[src/rtl/legv8_pkg.sv]
`default_nettype none
// ============================================================================
// Module      : legv8_pkg
// Description : Shared LEGv8 encode/decode definitions: operation selector,
//               opcode fields, fixed sub-fields and immediate range limits.
// Revision    : 1.0 - initial release
// ============================================================================
package legv8_pkg;

  localparam int c_op_w   = 4;
  localparam int c_reg_w  = 5;
  localparam int c_imm_w  = 26;
  localparam int c_word_w = 32;

  // Operation selector presented on the loader's op input
  typedef enum logic [c_op_w-1:0] {
    OP_ADDI = 4'd0,
    OP_ADDS = 4'd1,
    OP_SUBS = 4'd2,
    OP_B    = 4'd3,
    OP_CBZ  = 4'd4,
    OP_BLT  = 4'd5,
    OP_LDUR = 4'd6,
    OP_STUR = 4'd7,
    OP_LSL  = 4'd8,
    OP_LSR  = 4'd9,
    OP_MUL  = 4'd10
  } op_t;

  // 11-bit R-type / D-type opcodes
  localparam logic [10:0] c_opc_adds = 11'b10101011000;
  localparam logic [10:0] c_opc_subs = 11'b11101011000;
  localparam logic [10:0] c_opc_lsl  = 11'b11010011011;
  localparam logic [10:0] c_opc_lsr  = 11'b11010011010;
  localparam logic [10:0] c_opc_mul  = 11'b10011011000;
  localparam logic [10:0] c_opc_ldur = 11'b11111000010;
  localparam logic [10:0] c_opc_stur = 11'b11111000000;

  // Shorter opcodes for I-, B- and CB-type formats
  localparam logic [9:0]  c_opc_addi = 10'b1001000100;
  localparam logic [5:0]  c_opc_b    = 6'b000101;
  localparam logic [7:0]  c_opc_cbz  = 8'b10110100;
  localparam logic [7:0]  c_opc_blt  = 8'b01010100;

  // Fixed sub-fields
  localparam logic [4:0]  c_blt_cond  = 5'b01011;
  localparam logic [5:0]  c_mul_shamt = 6'b011111;

  // Legal immediate ranges (two's complement on the 26-bit imm input)
  localparam logic signed [c_imm_w-1:0] c_imm_zero  = 26'sd0;
  localparam logic signed [c_imm_w-1:0] c_addi_max  = 26'sd4095;
  localparam logic signed [c_imm_w-1:0] c_shift_max = 26'sd63;
  localparam logic signed [c_imm_w-1:0] c_ldst_min  = -26'sd256;
  localparam logic signed [c_imm_w-1:0] c_ldst_max  = 26'sd255;
  localparam logic signed [c_imm_w-1:0] c_br_min    = -26'sd262144;
  localparam logic signed [c_imm_w-1:0] c_br_max    = 26'sd262143;

  // True when v lies in the inclusive signed range [lo, hi]
  function automatic logic in_range(input logic signed [c_imm_w-1:0] v,
                                    input logic signed [c_imm_w-1:0] lo,
                                    input logic signed [c_imm_w-1:0] hi);
    return (v >= lo) && (v <= hi);
  endfunction

endpackage
`default_nettype wire

[src/rtl/legv8_field_encoder.sv]
`default_nettype none
// ============================================================================
// Module      : legv8_field_encoder
// Description : Combinational LEGv8 field packer. Builds the 32-bit machine
//               word for the selected operation and flags out-of-range
//               immediates or unknown operation selectors.
// Revision    : 1.0 - initial release
// ============================================================================
module legv8_field_encoder
  import legv8_pkg::*;
(
  input  logic [c_op_w-1:0]   op,
  input  logic [c_reg_w-1:0]  rd,
  input  logic [c_reg_w-1:0]  rn,
  input  logic [c_reg_w-1:0]  rm,
  input  logic [c_imm_w-1:0]  imm,
  output logic [c_word_w-1:0] word,
  output logic                illegal
);

  op_t                        w_op;
  logic signed [c_imm_w-1:0]  w_simm;

  assign w_op   = op_t'(op);
  assign w_simm = $signed(imm);

  // Pack fields per instruction format and range-check the immediate
  always_comb begin
    word    = '0;
    illegal = 1'b0;
    case (w_op)
      OP_ADDI: begin
        word    = {c_opc_addi, imm[11:0], rn, rd};
        illegal = !in_range(w_simm, c_imm_zero, c_addi_max);
      end
      OP_ADDS: word = {c_opc_adds, rm, 6'd0, rn, rd};
      OP_SUBS: word = {c_opc_subs, rm, 6'd0, rn, rd};
      OP_MUL:  word = {c_opc_mul, rm, c_mul_shamt, rn, rd};
      OP_LSL: begin
        word    = {c_opc_lsl, 5'd0, imm[5:0], rn, rd};
        illegal = !in_range(w_simm, c_imm_zero, c_shift_max);
      end
      OP_LSR: begin
        word    = {c_opc_lsr, 5'd0, imm[5:0], rn, rd};
        illegal = !in_range(w_simm, c_imm_zero, c_shift_max);
      end
      OP_LDUR: begin
        word    = {c_opc_ldur, imm[8:0], 2'b00, rn, rd};
        illegal = !in_range(w_simm, c_ldst_min, c_ldst_max);
      end
      OP_STUR: begin
        word    = {c_opc_stur, imm[8:0], 2'b00, rn, rd};
        illegal = !in_range(w_simm, c_ldst_min, c_ldst_max);
      end
      OP_B:    word = {c_opc_b, imm};
      OP_CBZ: begin
        word    = {c_opc_cbz, imm[18:0], rd};
        illegal = !in_range(w_simm, c_br_min, c_br_max);
      end
      OP_BLT: begin
        word    = {c_opc_blt, imm[18:0], c_blt_cond};
        illegal = !in_range(w_simm, c_br_min, c_br_max);
      end
      default: illegal = 1'b1;
    endcase
  end

endmodule
`default_nettype wire

[src/rtl/instr_encoder_loader.sv]
`default_nettype none
// ============================================================================
// Module      : instr_encoder_loader
// Description : Session-based LEGv8 program loader. Accepts decoded field
//               bundles, encodes them and writes one word per cycle into
//               instruction memory starting at base_addr.
// Revision    : 1.0 - initial release
// ============================================================================
module instr_encoder_loader
  import legv8_pkg::*;
#(
  parameter int ADDR_WIDTH = 10,
  parameter int IMEM_DEPTH = 1024
) (
  input  logic                  clk,
  input  logic                  reset,
  input  logic                  start,
  input  logic [ADDR_WIDTH-1:0] base_addr,
  input  logic                  finish,
  input  logic                  in_valid,
  output logic                  in_ready,
  input  logic [c_op_w-1:0]     op,
  input  logic [c_reg_w-1:0]    rd,
  input  logic [c_reg_w-1:0]    rn,
  input  logic [c_reg_w-1:0]    rm,
  input  logic [c_imm_w-1:0]    imm,
  output logic                  wr_en,
  output logic [ADDR_WIDTH-1:0] wr_addr,
  output logic [c_word_w-1:0]   wr_data,
  output logic [ADDR_WIDTH:0]   count,
  output logic                  done,
  output logic                  full,
  output logic                  error
);

  typedef enum logic [1:0] {
    S_IDLE = 2'd0,
    S_RUN  = 2'd1,
    S_DONE = 2'd2,
    S_ERR  = 2'd3
  } state_t;

  localparam logic [ADDR_WIDTH:0] c_depth = (ADDR_WIDTH+1)'(IMEM_DEPTH);
  localparam logic [ADDR_WIDTH:0] c_last  = c_depth - (ADDR_WIDTH+1)'(1);

  state_t                r_state;
  logic [ADDR_WIDTH-1:0] r_ptr;
  logic [ADDR_WIDTH:0]   r_count;
  logic                  r_wr_en;
  logic [ADDR_WIDTH-1:0] r_wr_addr;
  logic [c_word_w-1:0]   r_wr_data;
  logic                  r_done;
  logic                  r_full;
  logic                  r_error;

  logic [c_word_w-1:0]   w_word;
  logic                  w_illegal;
  logic                  w_ready;
  logic                  w_hs;
  logic                  w_last;

  legv8_field_encoder u_enc (
    .op      (op),
    .rd      (rd),
    .rn      (rn),
    .rm      (rm),
    .imm     (imm),
    .word    (w_word),
    .illegal (w_illegal)
  );

  // A pointer parked outside the memory (bad base_addr) never accepts a bundle
  assign w_ready = (r_state == S_RUN) && ({1'b0, r_ptr} < c_depth);
  assign w_hs    = in_valid & w_ready;
  assign w_last  = ({1'b0, r_ptr} == c_last);

  // Session FSM with write pointer, word count, write port and sticky flags
  always_ff @(posedge clk) begin
    if (!reset) begin
      r_state   <= S_IDLE;
      r_ptr     <= '0;
      r_count   <= '0;
      r_wr_en   <= 1'b0;
      r_wr_addr <= '0;
      r_wr_data <= '0;
      r_done    <= 1'b0;
      r_full    <= 1'b0;
      r_error   <= 1'b0;
    end else begin
      r_wr_en <= 1'b0;
      case (r_state)
        S_IDLE, S_DONE, S_ERR: begin
          if (start) begin
            r_state <= S_RUN;
            r_ptr   <= base_addr;
            r_count <= '0;
            r_done  <= 1'b0;
            r_full  <= 1'b0;
            r_error <= 1'b0;
          end
        end
        S_RUN: begin
          if (w_hs && w_illegal) begin
            r_state <= S_ERR;
            r_error <= 1'b1;
          end else if (w_hs) begin
            r_wr_en   <= 1'b1;
            r_wr_addr <= r_ptr;
            r_wr_data <= w_word;
            r_ptr     <= r_ptr + ADDR_WIDTH'(1);
            r_count   <= r_count + (ADDR_WIDTH+1)'(1);
            if (w_last) begin
              r_state <= S_DONE;
              r_done  <= 1'b1;
              r_full  <= 1'b1;
            end else if (finish) begin
              r_state <= S_DONE;
              r_done  <= 1'b1;
            end
          end else if (finish) begin
            r_state <= S_DONE;
            r_done  <= 1'b1;
          end
        end
        default: r_state <= S_IDLE;
      endcase
    end
  end

  assign in_ready = w_ready;
  assign wr_en    = r_wr_en;
  assign wr_addr  = r_wr_addr;
  assign wr_data  = r_wr_data;
  assign count    = r_count;
  assign done     = r_done;
  assign full     = r_full;
  assign error    = r_error;

endmodule
`default_nettype wire

[config.mk]
export PLATFORM = sky130hd
export DESIGN_NAME = instr_encoder_loader
export DESIGN_NICKNAME = d
export VERILOG_FILES = /design/src/rtl/legv8_pkg.sv /design/src/rtl/legv8_field_encoder.sv /design/src/rtl/instr_encoder_loader.sv
export SDC_FILE = /design/constraint.sdc
export NUM_CORES = 1
export LEC_CHECK = 0
export CORE_MARGIN = 2
export CORE_UTILIZATION = 50
export CTS_CLUSTER_DIAMETER = 120
export DETAILED_ROUTE_END_ITERATION = 7
export GPL_TIMING_DRIVEN = 0
export PLACE_DENSITY = 0.9
export SYNTH_ARGS = -nofsm -noshare
export SYNTH_HDL_FRONTEND = slang
export SYNTH_SLANG_ARGS = --single-unit
[constraint.sdc]
create_clock -name clk -period 5.2 [get_ports clk]
set_clock_uncertainty 0.1 [all_clocks]
set_input_delay 1.04 -clock clk [delete_from_list [all_inputs] [get_ports clk]]
set_output_delay 1.04 -clock clk [all_outputs]
set_load 0.02 [all_outputs]
# Word level (Yosys, flattened, before mapping)

Cells that the tools add are included.

$lt $le $gt $ge: 7
Mux-type cells: 29
Add/sub/neg operators: 2
Bitwise operators: 4
Equality and inequality tests: 19
Reductions and logical operators: 22

Operators with widths:

| kind                                                                                  | number |
|---|---|
| 32-bit one-hot mux with 11 select lines                                               | 1 |
| 11-bit two-way mux                                                                    | 3 |
| 10-bit two-way mux                                                                    | 3 |
| 26-bit by 1-bit greater-or-equal comparator with 1-bit output, second input constant  | 1 |
| 26-bit by 19-bit greater-or-equal comparator with 1-bit output, second input constant | 1 |
| 26-bit by 9-bit greater-or-equal comparator with 1-bit output, second input constant  | 1 |
| 26-bit by 13-bit less-or-equal comparator with 1-bit output, second input constant    | 1 |
| 26-bit by 19-bit less-or-equal comparator with 1-bit output, second input constant    | 1 |
| 26-bit by 7-bit less-or-equal comparator with 1-bit output, second input constant     | 1 |
| 26-bit by 9-bit less-or-equal comparator with 1-bit output, second input constant     | 1 |
| 11-bit one-hot mux with 2 select lines                                                | 1 |
| 10-bit one-hot mux with 2 select lines                                                | 1 |
| 4-bit by 3-bit equality test with 1-bit output, second input constant                 | 4 |
| 4-bit equality test, second input constant                                            | 3 |
| 11-bit by 1-bit adder with 11-bit output, second input constant                       | 1 |
| 10-bit by 1-bit adder with 10-bit output, second input constant                       | 1 |
| 10-bit equality test, second input constant                                           | 1 |
| 1-bit two-way mux                                                                     | 10 |
| 2-bit two-way mux                                                                     | 5 |
| 4-bit by 2-bit equality test with 1-bit output, second input constant                 | 2 |
| 2-bit by 1-bit != test with 1-bit output, second input constant                       | 3 |
| 1-bit one-hot mux with 2 select lines                                                 | 3 |
| 3-bit AND reduction                                                                   | 2 |
| 2-bit OR reduction                                                                    | 3 |
| other kinds (16)                                                                      | 29 |

Output and inout port bits: 58
Logic and storage cells: 92
Register bits after elaboration: 69

# Longest topological paths before layout

Gate-level depths: netlist of the first run.

Depth in word-level cells: 7
Depth in mapped cells: 11

# Cells and area by module

A second synthesis of the first run with hierarchy kept.

Cells, all modules: 498
Area total of the unflattened synthesis: 3,787.4 µm²

By module, submodules not included:

| module               | cells each | area each (µm²) | times used |
|---|---|---|---|
| instr_encoder_loader | 353        | 2,901.5         | 1 |
| legv8_field_encoder  | 145        | 885.8           | 1 |

# Worst setup path after synthesis of the first run

Ideal clock, no wire load.

Path kind: input -> register
Start point: input imm[24]
End point: register r_wr_data[29] (netlist: wr_data[29])
Buffers on the path: 1
Data arrival time: 2.937 ns
Setup slack: 2.095 ns
Data required time: 5.033 ns
Cell stages on the path: 7
Cell sequence: nand4_1 > or4_1 > o22a_2 > a211o_1 > buf_2 > or4_4 > a21oi_2

Longest elaborated chain between the ends: 7
Elaborated cells between the ends (all ways): 19
Classes of those cells: 7 x order compare; 1 x mux; 1 x bitwise; 10 x reduce/logical

Ends and longest elaborated chain:

| element                                                                                      | RTL line                    | source |
|---|---|---|
| start: declaration                                                                           | instr_encoder_loader.sv:26  | `input logic [c_imm_w-1:0] imm,` |
| 26-bit by 19-bit greater-or-equal comparator with 1-bit output, or another cell as far along | legv8_pkg.sv:62             | `return (v >= lo) && (v <= hi);` |
| 1-bit logical AND                                                                            | legv8_pkg.sv:62             |  |
| 1-bit zero test (on tied branches)                                                           | -                           |  |
| 1-bit one-hot mux with 5 select lines *                                                      | legv8_field_encoder.sv:31   | `case (w_op)` |
| 1-bit logical AND *                                                                          | instr_encoder_loader.sv:103 | `if (w_hs && w_illegal) begin` |
| 1-bit inverter (no source line) *                                                            | -                           |  |
| 3-bit AND reduction (no source line) *                                                       | -                           |  |
| end signal: assignment                                                                       | instr_encoder_loader.sv:109 | `r_wr_data <= w_word;` |
| end: declaration                                                                             | instr_encoder_loader.sv:51  | `logic [c_word_w-1:0] r_wr_data;` |

Mark *: on every way between the ends. The rest lies on a longest branch, timed or not.
A chain may end at the register's enable or synchronous reset.

# Final worst setup path of the first run

Start point: input imm[25]
End point: register r_wr_data[12] (netlist: wr_data[12])

The elaborated chain is that of the path after synthesis.

==> impl_metrics.env, run 1 <==
export IMPL_final_core_util=0.719
export IMPL_numCtsBuffers=9
export IMPL_peakVddDrop_mv=0.180
export IMPL_ys_warn_count=0
export IMPL_drive_above_1_share=0.0541
export IMPL_die_h_um=90.2
export IMPL_final_hold_viol_count=0
export IMPL_rsz0062_at_grt="false"
export IMPL_netlist_instances=460
export IMPL_max_cap_violations=0
export IMPL_port_buffers=115
export IMPL_run_status="complete, no violations"
export IMPL_mostFrequentLayoutCells="clkdlybuf4s50_1 (115), dfxtp_1 (69), nor2_1 (63)"
export IMPL_tns_ps=0
export IMPL_grt_usage=0.321
export IMPL_layout_min_cycle_time_ps=3820
export IMPL_synth_top_flop_cell="dfxtp_1"
export IMPL_io_pins=118
export IMPL_synth_edf_count=0
export IMPL_crit_arrival_ps=3960
export IMPL_htree_num_levels=3
export IMPL_final_common_cell="clkdlybuf4s50_1"
export IMPL_required_ps=5340
export IMPL_synthArstFlopShare=0
export IMPL_wl_per_cell_um=19.3
export IMPL_dp_hpwl_um=9940
export IMPL_grt_pass1_wl_um=21100
export IMPL_ys_ff_latch=69
export IMPL_drtIter0Drc=525
export IMPL_report_final_slew_viol_count=0
export IMPL_start_util=0.515
export IMPL_ys_seq_area_frac=0.372
export IMPL_grt_use_met2=0.513
export IMPL_antenna_found_initial=0
export IMPL_startpoint_type="primary input"
export IMPL_cts_resized=0
export IMPL_grt_pass1_vias=4138
export IMPL_overflow=0
export IMPL_syn_num_nets=522
export IMPL_routabilityCongestion=0.952
export IMPL_grt_max_degree=14
export IMPL_cts_sinks=69
export IMPL_max_slew_margin_rel=0.541
export IMPL_final_area_mm2=0.00519
export IMPL_wl_um=13300
export IMPL_avgViaCountPerCell=6.32
export IMPL_placed_area_mm2=0.00499
export IMPL_num_antenna_cells=0
export IMPL_hold_slack_ps=351
export IMPL_worst_setup_path_type="in2reg"
export IMPL_syn_mean_instance_area_um2=8.08
export IMPL_root_buffer="clkbuf_8"
export IMPL_clk_path_buf_depth=2
export IMPL_postCtsHoldBufs=0
export IMPL_grt_met3_usage=0.0696
export IMPL_cp_max_fo=10
export IMPL_die_w_um=90.2
export IMPL_syn_area_mm2=0.00372
export IMPL_clk_latency_ps=350
export IMPL_cp_end_kind="flop"
export IMPL_syn2layout_area_growth_pct=39.6
export IMPL_top_usage_layer="met2"
export IMPL_setup_viol=0
export IMPL_max_freq_ghz=0.262
export IMPL_antenna_left=0
export IMPL_cellLeakagePower_nw=1.82
export IMPL_clkTransAtPathRegs_ps=80
export IMPL_finalCritPeriodShare=0.734
export IMPL_num_vias=4361
export IMPL_fill_cells=623
export IMPL_rows=31
export IMPL_totalPowerFinal_mw=1.28
export IMPL_die_area_mm2=0.00814
export IMPL_first_pass_iters=6
export IMPL_postCtsSetupBuffers=0
export IMPL_fin_nets=648
export IMPL_tightest_slew_ps=683
export IMPL_hold_path_class="reg2reg"
export IMPL_drc=0
export IMPL_coreArea_mm2=0.00721
export IMPL_ys_types=60
export IMPL_grt_use_met1=0.426
export IMPL_pwr_density_cell_mw_per_mm2=247
export IMPL_cts_tree="built"
registers in the layout (all words and copies together), names as in the netlist:
register and cells:
r_state 2, done 1, full 1, wr_addr 10
error 1, r_ptr 10, wr_data 32, count 11
wr_en 1
synth_stat cells (3+ instances only):
master | number | area [um2]
a22o_1 | 5 | 43.8
xor2_1 | 4 | 35.0
a21o_1 | 4 | 30.0
and2_1 | 3 | 18.8
a22oi_1 | 9 | 67.6
a222oi_1 | 5 | 50.1
mux2i_1 | 19 | 190
a21oi_1 | 28 | 140
nor2b_1 | 3 | 18.8
dfxtp_1 | 69 | 1380
o21ai_0 | 11 | 55.1
a221oi_1 | 18 | 158
o211a_1 | 4 | 40.0
a311oi_1 | 6 | 52.6
and4_1 | 3 | 26.3
a31oi_1 | 4 | 25.0
nand4_1 | 11 | 68.8
inv_1 | 8 | 30.0
nor3_1 | 16 | 80.1
or3_1 | 7 | 43.8
nand2_1 | 43 | 161
nor2_1 | 63 | 236
nor4_1 | 6 | 37.5
a211oi_1 | 15 | 113
buf_2 | 7 | 35.0
a41oi_1 | 4 | 35.0
clkbuf_1 | 26 | 97.6
nand3_1 | 13 | 65.1
o21ai_1 | 4 | 20.0
nand2b_1 | 3 | 18.8
cell families after synthesis:
kind of cell | count (synthesis) | synth area share
multiplexers | 21 | 0.0572
adder cells (fa/ha/maj) | 2 | 0.00673
AO/OA/AOI/OAI | 136 | 0.271
buffers and inverters | 43 | 0.0458
AND/OR/NAND/NOR | 183 | 0.234
flip-flops | 69 | 0.372
XOR/XNOR | 6 | 0.0141
power breakdown:
| part | internal [mW] | switching (mW) |
|---|---|---|
| Clock | 0.223 | 0.223 |
| Sequential | 0.550 | 0.0211 |
| Combinational | 0.115 | 0.148 |
| Total | 0.888 | 0.392 |
through the flow:
stage,setup WS [ps],instances
2_1_floorplan,2100,460
3_3_place_gp,1150,674
3_5_place_dp,1140,674
4_1_cts,1480,690
5_1_grt,1240,690
6_report,1380,690
final cells by class:
type	count	area (um2)	area share
multi-input combinational	348	2160	0.417
sequential	69	1380	0.266
clock inverter	7	73.8	0.0142
clock buffer	9	124	0.0239
buffer	34	136	0.0263
inverter	9	33.8	0.00651
timing repair buffer	115	1150	0.222
tap	99	124	0.0239
path summary, 6_finish.rpt:
path / startpoint / to / slack (ps) / depth (start not counted)
worst max-delay path: imm[25] / wr_data[12] / 1380 / 8
worst min register to register: wr_data[24] / wr_data[24] / 350 / 2
worst max register to register: r_state[1] / wr_data[12] / 2690 / 9
worst min-delay path: wr_data[24] / wr_data[24] / 350 / 2
critical path: stages:
cell,delay [ps]
clkdlybuf4s50_1,500
nor4_1,500
nand4_1,250
o22a_2,350
a211oi_2,520
buf_2,390
o2111ai_1,230
o211a_1,180
metal layers:
layer / vias up / wire length (um) / share of wire
met2: 259 / 6130 / 0.46
li1: 1996 / - / -
met1: 2081 / 5630 / 0.42
met4: 0 / 255 / 0.019
met5: - / 0 / 0
met3: 25 / 1280 / 0.096
Note: power is estimated with default switching activity, not from simulation.
==> run 2, diff against run 1 <==
CORE_UTILIZATION = 47   (was 50)
PLACE_DENSITY = 0.86   (was 0.9)
clock period = 3.81 ns   (was 5.2 ns; I/O delays follow)
==> impl_metrics.env, run 2 (synthesis gave the netlist of run 1 again) <==
export IMPL_cts_tree="built"
export IMPL_antenna_found_initial=0
export IMPL_overflow=0
export IMPL_rsz0062_at_grt="false"
export IMPL_max_slew_margin_rel=0.461
export IMPL_avgViaCountPerCell=6.28
export IMPL_first_pass_iters=5
export IMPL_grt_max_degree=13
export IMPL_num_vias=4344
export IMPL_htree_num_levels=3
export IMPL_hold_path_class="reg2reg"
export IMPL_cp_slowest_stage_delay_ps=680
export IMPL_wl_um=14100
export IMPL_setup_viol=0
export IMPL_io_pins=118
export IMPL_finalCritPeriodShare=0.951
export IMPL_port_buffers=115
export IMPL_hold_depth=2
export IMPL_mostFrequentLayoutCells="clkdlybuf4s50_1 (115), dfxtp_1 (69), nor2_1 (63)"
export IMPL_numCtsBuffers=9
export IMPL_cp_slowest_cell="clkdlybuf4s50_1"
export IMPL_cellLeakagePower_nw=1.84
export IMPL_start_util=0.483
export IMPL_die_area_mm2=0.00863
export IMPL_crit_chain="clkdlybuf4s50_1 > nand4_1 > or4_1 > o22a_2 > a211oi_2 > buf_2 > o2111ai_1 > o211a_1"
export IMPL_routabilityCongestion=0.950
export IMPL_cts_resized=0
export IMPL_postCtsSetupBuffers=0
export IMPL_root_buffer="clkbuf_8"
export IMPL_die_w_um=92.9
export IMPL_worst_setup_path_type="in2reg"
export IMPL_max_cap_violations=0
export IMPL_largest_reg_flops=32
export IMPL_clk_path_buf_depth=2
export IMPL_coreArea_mm2=0.00769
export IMPL_dp_hpwl_um=10600
export IMPL_num_antenna_cells=0
export IMPL_cp_max_fo=10
export IMPL_fill_cells=675
export IMPL_reg2reg_depth=9
export IMPL_totalPowerFinal_mw=1.88
export IMPL_antenna_left=0
export IMPL_drtIter0Drc=313
export IMPL_report_final_slew_viol_count=0
export IMPL_postCtsHoldBufs=0
export IMPL_clk_latency_ps=370
export IMPL_wl_per_cell_um=20.3
export IMPL_grt_pass1_wl_um=21800
export IMPL_drc=0
export IMPL_pwr_density_cell_mw_per_mm2=359
export IMPL_layout_min_cycle_time_ps=3620
export IMPL_final_hold_viol_count=0
export IMPL_peakVddDrop_mv=0.245
export IMPL_clkTransAtPathRegs_ps=70
export IMPL_critPathBufInv=2
export IMPL_max_freq_ghz=0.276
export IMPL_grt_pass1_vias=4207
export IMPL_final_core_util=0.681
export IMPL_cp_end_kind="flop"
export IMPL_rows=32
export IMPL_crit_arrival_ps=3770
export IMPL_die_h_um=92.9
export IMPL_critPathTopFamily="compound AO/OA/AOI/OAI gates"
export IMPL_tightest_slew_ps=802
export IMPL_cts_sinks=69
export IMPL_startpoint_type="primary input"
export IMPL_syn2layout_area_growth_pct=40.8
export IMPL_final_common_cell="clkdlybuf4s50_1"
export IMPL_grt_usage=0.325
export IMPL_run_status="complete, no violations"
export IMPL_required_ps=3960
export IMPL_path_depth=8
export IMPL_fin_nets=648
export IMPL_drive_above_1_share=0.0525
==> run 2: changes by cell type in the layout (fill, tap and decap cells not counted) <==
cell	change
bufinv_16	+2
clkinv_2	-1
clkinvlp_4	-1
inv_6	-1
==> run 2: through the flow <==
step / cells / setup slack, ps / TNS (ps) / hold WS (ps) / cell area [um2]
final: 692 / 188 / 0 / 364 / 5230
after global routing: 692 / 101 / 0 / 383 / 5230
after CTS: 692 / 315 / 0 / 367 / 5230
after detailed placement: 677 / -43.3 / -44.8 / 351 / 4990
after global placement: 677 / -105 / -192 / 342 / 4990
after floorplan: 460 / 983 / 0 / 365 / 3720
==> run 2: worst paths after layout <==
path	start	endpoint	slack, ps
worst max-delay path	imm[8]	wr_data[12]	190
worst min-delay path	wr_data[29]	wr_data[29]	360
worst max register to register	r_state[1]	wr_data[12]	1110
worst min register to register	wr_data[29]	wr_data[29]	360
==> run 2: worst register-to-register path, cell delays in order, from the launching register on <==
cell and delay, ps:
dfxtp_1 320, nand2b_1 140, clkbuf_1 190, inv_1 130, nand2_1 90, a31o_2 260, a211oi_2 450, buf_2 450
o2111ai_1 270, o211a_1 200
==> run 2: metal layers <==
metal / track usage / vias up / share of wire
met4: 0.146 / 0 / 0.030
li1: - / 1996 / -
met2: 0.527 / 261 / 0.47
met1: 0.422 / 2045 / 0.41
met3: 0.0578 / 42 / 0.087
met5: 0 / - / 0
==> run 2: layout make-up <==
type                            count  area (um2)  share of cell area
Clock buffer                        9         124              0.0237
Multi-Input combinational cell    348        2160               0.414
Timing Repair Buffer              115        1150               0.220
Sequential cell                    69        1380               0.264
Inverter                            9        33.8             0.00646
Clock inverter                      6         113              0.0215
Buffer                             34         136              0.0261
Tap cell                          102         128              0.0244
==> run 2: where the power goes <==
| group | internal (mW) | leakage [nW] | switching [mW] | total [mW] |
|---|---|---|---|---|
| Combinational | 0.158 | 1.16 | 0.207 | 0.365 |
| Sequential | 0.751 | 0.560 | 0.0289 | 0.780 |
| Clock | 0.432 | 0.119 | 0.302 | 0.734 |
| Total | 1.34 | 1.84 | 0.538 | 1.88 |
==> run 3, diff against run 2 <==
CORE_UTILIZATION = 42   (was 47)
PLACE_DENSITY = 0.81   (was 0.86)
clock period = 3.03 ns   (was 3.81 ns; I/O delays follow)
==> impl_metrics.env, run 3 (synthesis gave the netlist of run 1 again) <==
export IMPL_setup_viol=0
export IMPL_multi_input_area_mm2=0.00222
export IMPL_p_comb_frac=0.201
export IMPL_clk_latency_ps=360
export IMPL_drc=0
export IMPL_largest_reg_flops=32
export IMPL_clk_path_buf_depth=2
export IMPL_instances_no_fill=698
export IMPL_worst_setup_path_type="in2reg"
export IMPL_root_buffer="clkbuf_8"
export IMPL_grt_pass1_vias=4020
export IMPL_crit_arrival_ps=3120
export IMPL_routabilityCongestion=0.961
export IMPL_max_cap_violations=0
export IMPL_rows=34
export IMPL_avgViaCountPerCell=6.21
export IMPL_grt_pass1_wl_um=21100
export IMPL_postCtsHoldBufs=0
export IMPL_die_area_mm2=0.00962
export IMPL_wl_um=13300
export IMPL_numCtsBuffers=9
export IMPL_place_inst=683
export IMPL_peakVddDrop_mv=0.186
export IMPL_final_area_mm2=0.00530
export IMPL_cp_max_fo=10
export IMPL_overflow=0
export IMPL_report_final_slew_viol_count=0
export IMPL_start_util=0.430
export IMPL_register_area_mm2=0.00138
export IMPL_run_status="complete, no violations"
export IMPL_die_h_um=98.1
export IMPL_mostFrequentLayoutCells="clkdlybuf4s50_1 (100), dfxtp_1 (69), nor2_1 (63)"
export IMPL_syn2layout_area_growth_pct=42.5
export IMPL_first_pass_iters=6
export IMPL_cp_slowest_cell="clkdlybuf4s50_1"
export IMPL_startpoint_type="primary input"
export IMPL_postCtsSetupBuffers=0
export IMPL_max_freq_ghz=0.341
export IMPL_tightest_slew_ps=703
export IMPL_cellLeakagePower_nw=1.93
export IMPL_drtIter0Drc=416
export IMPL_antenna_left=0
export IMPL_hold_depth=2
export IMPL_num_antenna_cells=0
export IMPL_max_slew_margin_rel=0.531
export IMPL_port_buffers=115
export IMPL_pwr_density_cell_mw_per_mm2=429
export IMPL_io_pins=118
export IMPL_antenna_found_initial=0
export IMPL_htree_num_levels=3
export IMPL_cp_slowest_stage_delay_ps=570
export IMPL_cts_tree="built"
export IMPL_cts_sinks=69
export IMPL_final_hold_viol_count=0
export IMPL_finalCritPeriodShare=0.967
export IMPL_crit_chain="clkdlybuf4s50_1 > nand4_1 > or4_1 > o22a_4 > a211o_1 > buf_4 > or4_4 > a21oi_2"
export IMPL_power_switching_mw=0.668
export IMPL_placed_area_mm2=0.00500
export IMPL_wl_per_cell_um=19.1
export IMPL_pwr_share_seq=0.431
export IMPL_cp_end_kind="flop"
export IMPL_required_ps=3220
export IMPL_clkTransAtPathRegs_ps=80
export IMPL_hold_path_class="reg2reg"
export IMPL_fill_cells=768
export IMPL_intPower_mw=1.60
export IMPL_reg2reg_depth=8
export IMPL_rsz0062_at_grt="false"
export IMPL_power_share_switching=0.294
export IMPL_coreArea_mm2=0.00864
export IMPL_num_vias=4334
export IMPL_dp_hpwl_um=9780
export IMPL_die_w_um=98.1
export IMPL_grt_usage=0.272
export IMPL_hold_slack_ps=353
export IMPL_clkPwrFrac=0.368
export IMPL_final_common_cell="clkdlybuf4s50_1"
export IMPL_grt_max_degree=13
export IMPL_layout_min_cycle_time_ps=2930
export IMPL_drive_above_1_share=0.0661
export IMPL_fin_nets=647
run 3: critical path: cells and delay by family:
kind | cells | cell delay, ps
buf+inv | 2 | 750
compound gates | 3 | 700
simple gates | 3 | 1050
run 3: per-stage QoR:
stage,worst slack [ps],utilization,setup TNS [ps],total power [mW]
3_3_place_gp,-615,0.579,-27450,1.43
3_5_place_dp,-567,0.579,-25290,1.44
4_1_cts,5.89,0.610,0,2.27
2_1_floorplan,359,-,0,1.22
6_report,99.2,0.613,0,2.27
5_1_grt,17.6,0.613,0,2.34
run 3: routing by layer:
| layer | up-vias | track usage | wire [um] |
|---|---|---|---|
| li1 | 1991 | - | - |
| met4 | 0 | 0.104 | 321 |
| met3 | 27 | 0.0537 | 1140 |
| met5 | - | 0 | 0 |
| met1 | 2068 | 0.365 | 5690 |
| met2 | 248 | 0.434 | 6180 |
run 3: final timing paths:
path | from | end | slack, ps
min reg2reg | done | done | 350
max reg2reg | r_state[1] | count[9] | 290
min | done | done | 350
max | imm[14] | wr_data[29] | 100
run 3: what timing repair did:
action | 4_1_cts | 5_1_grt
endpoints found under the hold margin | 0 | 0
setup endpoints to repair | 48 | 51
resized for setup | 19 | 13
run 3: power groups by stage:
stage	Combinational (mW)	Sequential (mW)	Clock, mW
floorplan	0.204	1.02	0
global placement	0.436	0.998	0
detailed placement	0.441	0.999	0
CTS	0.447	0.979	0.841
global route	0.486	0.984	0.870
finish	0.456	0.980	0.836
run 3: area by class of cell:
class,count,share of cell area
plain buffers,33,0.0281
clock buffers,10,0.0241
clock inverters,6,0.0163
inverters,9,0.00638
multi-input cells,348,0.419
flip-flops and latches,69,0.261
well taps,108,0.0255
repair buffers,115,0.219
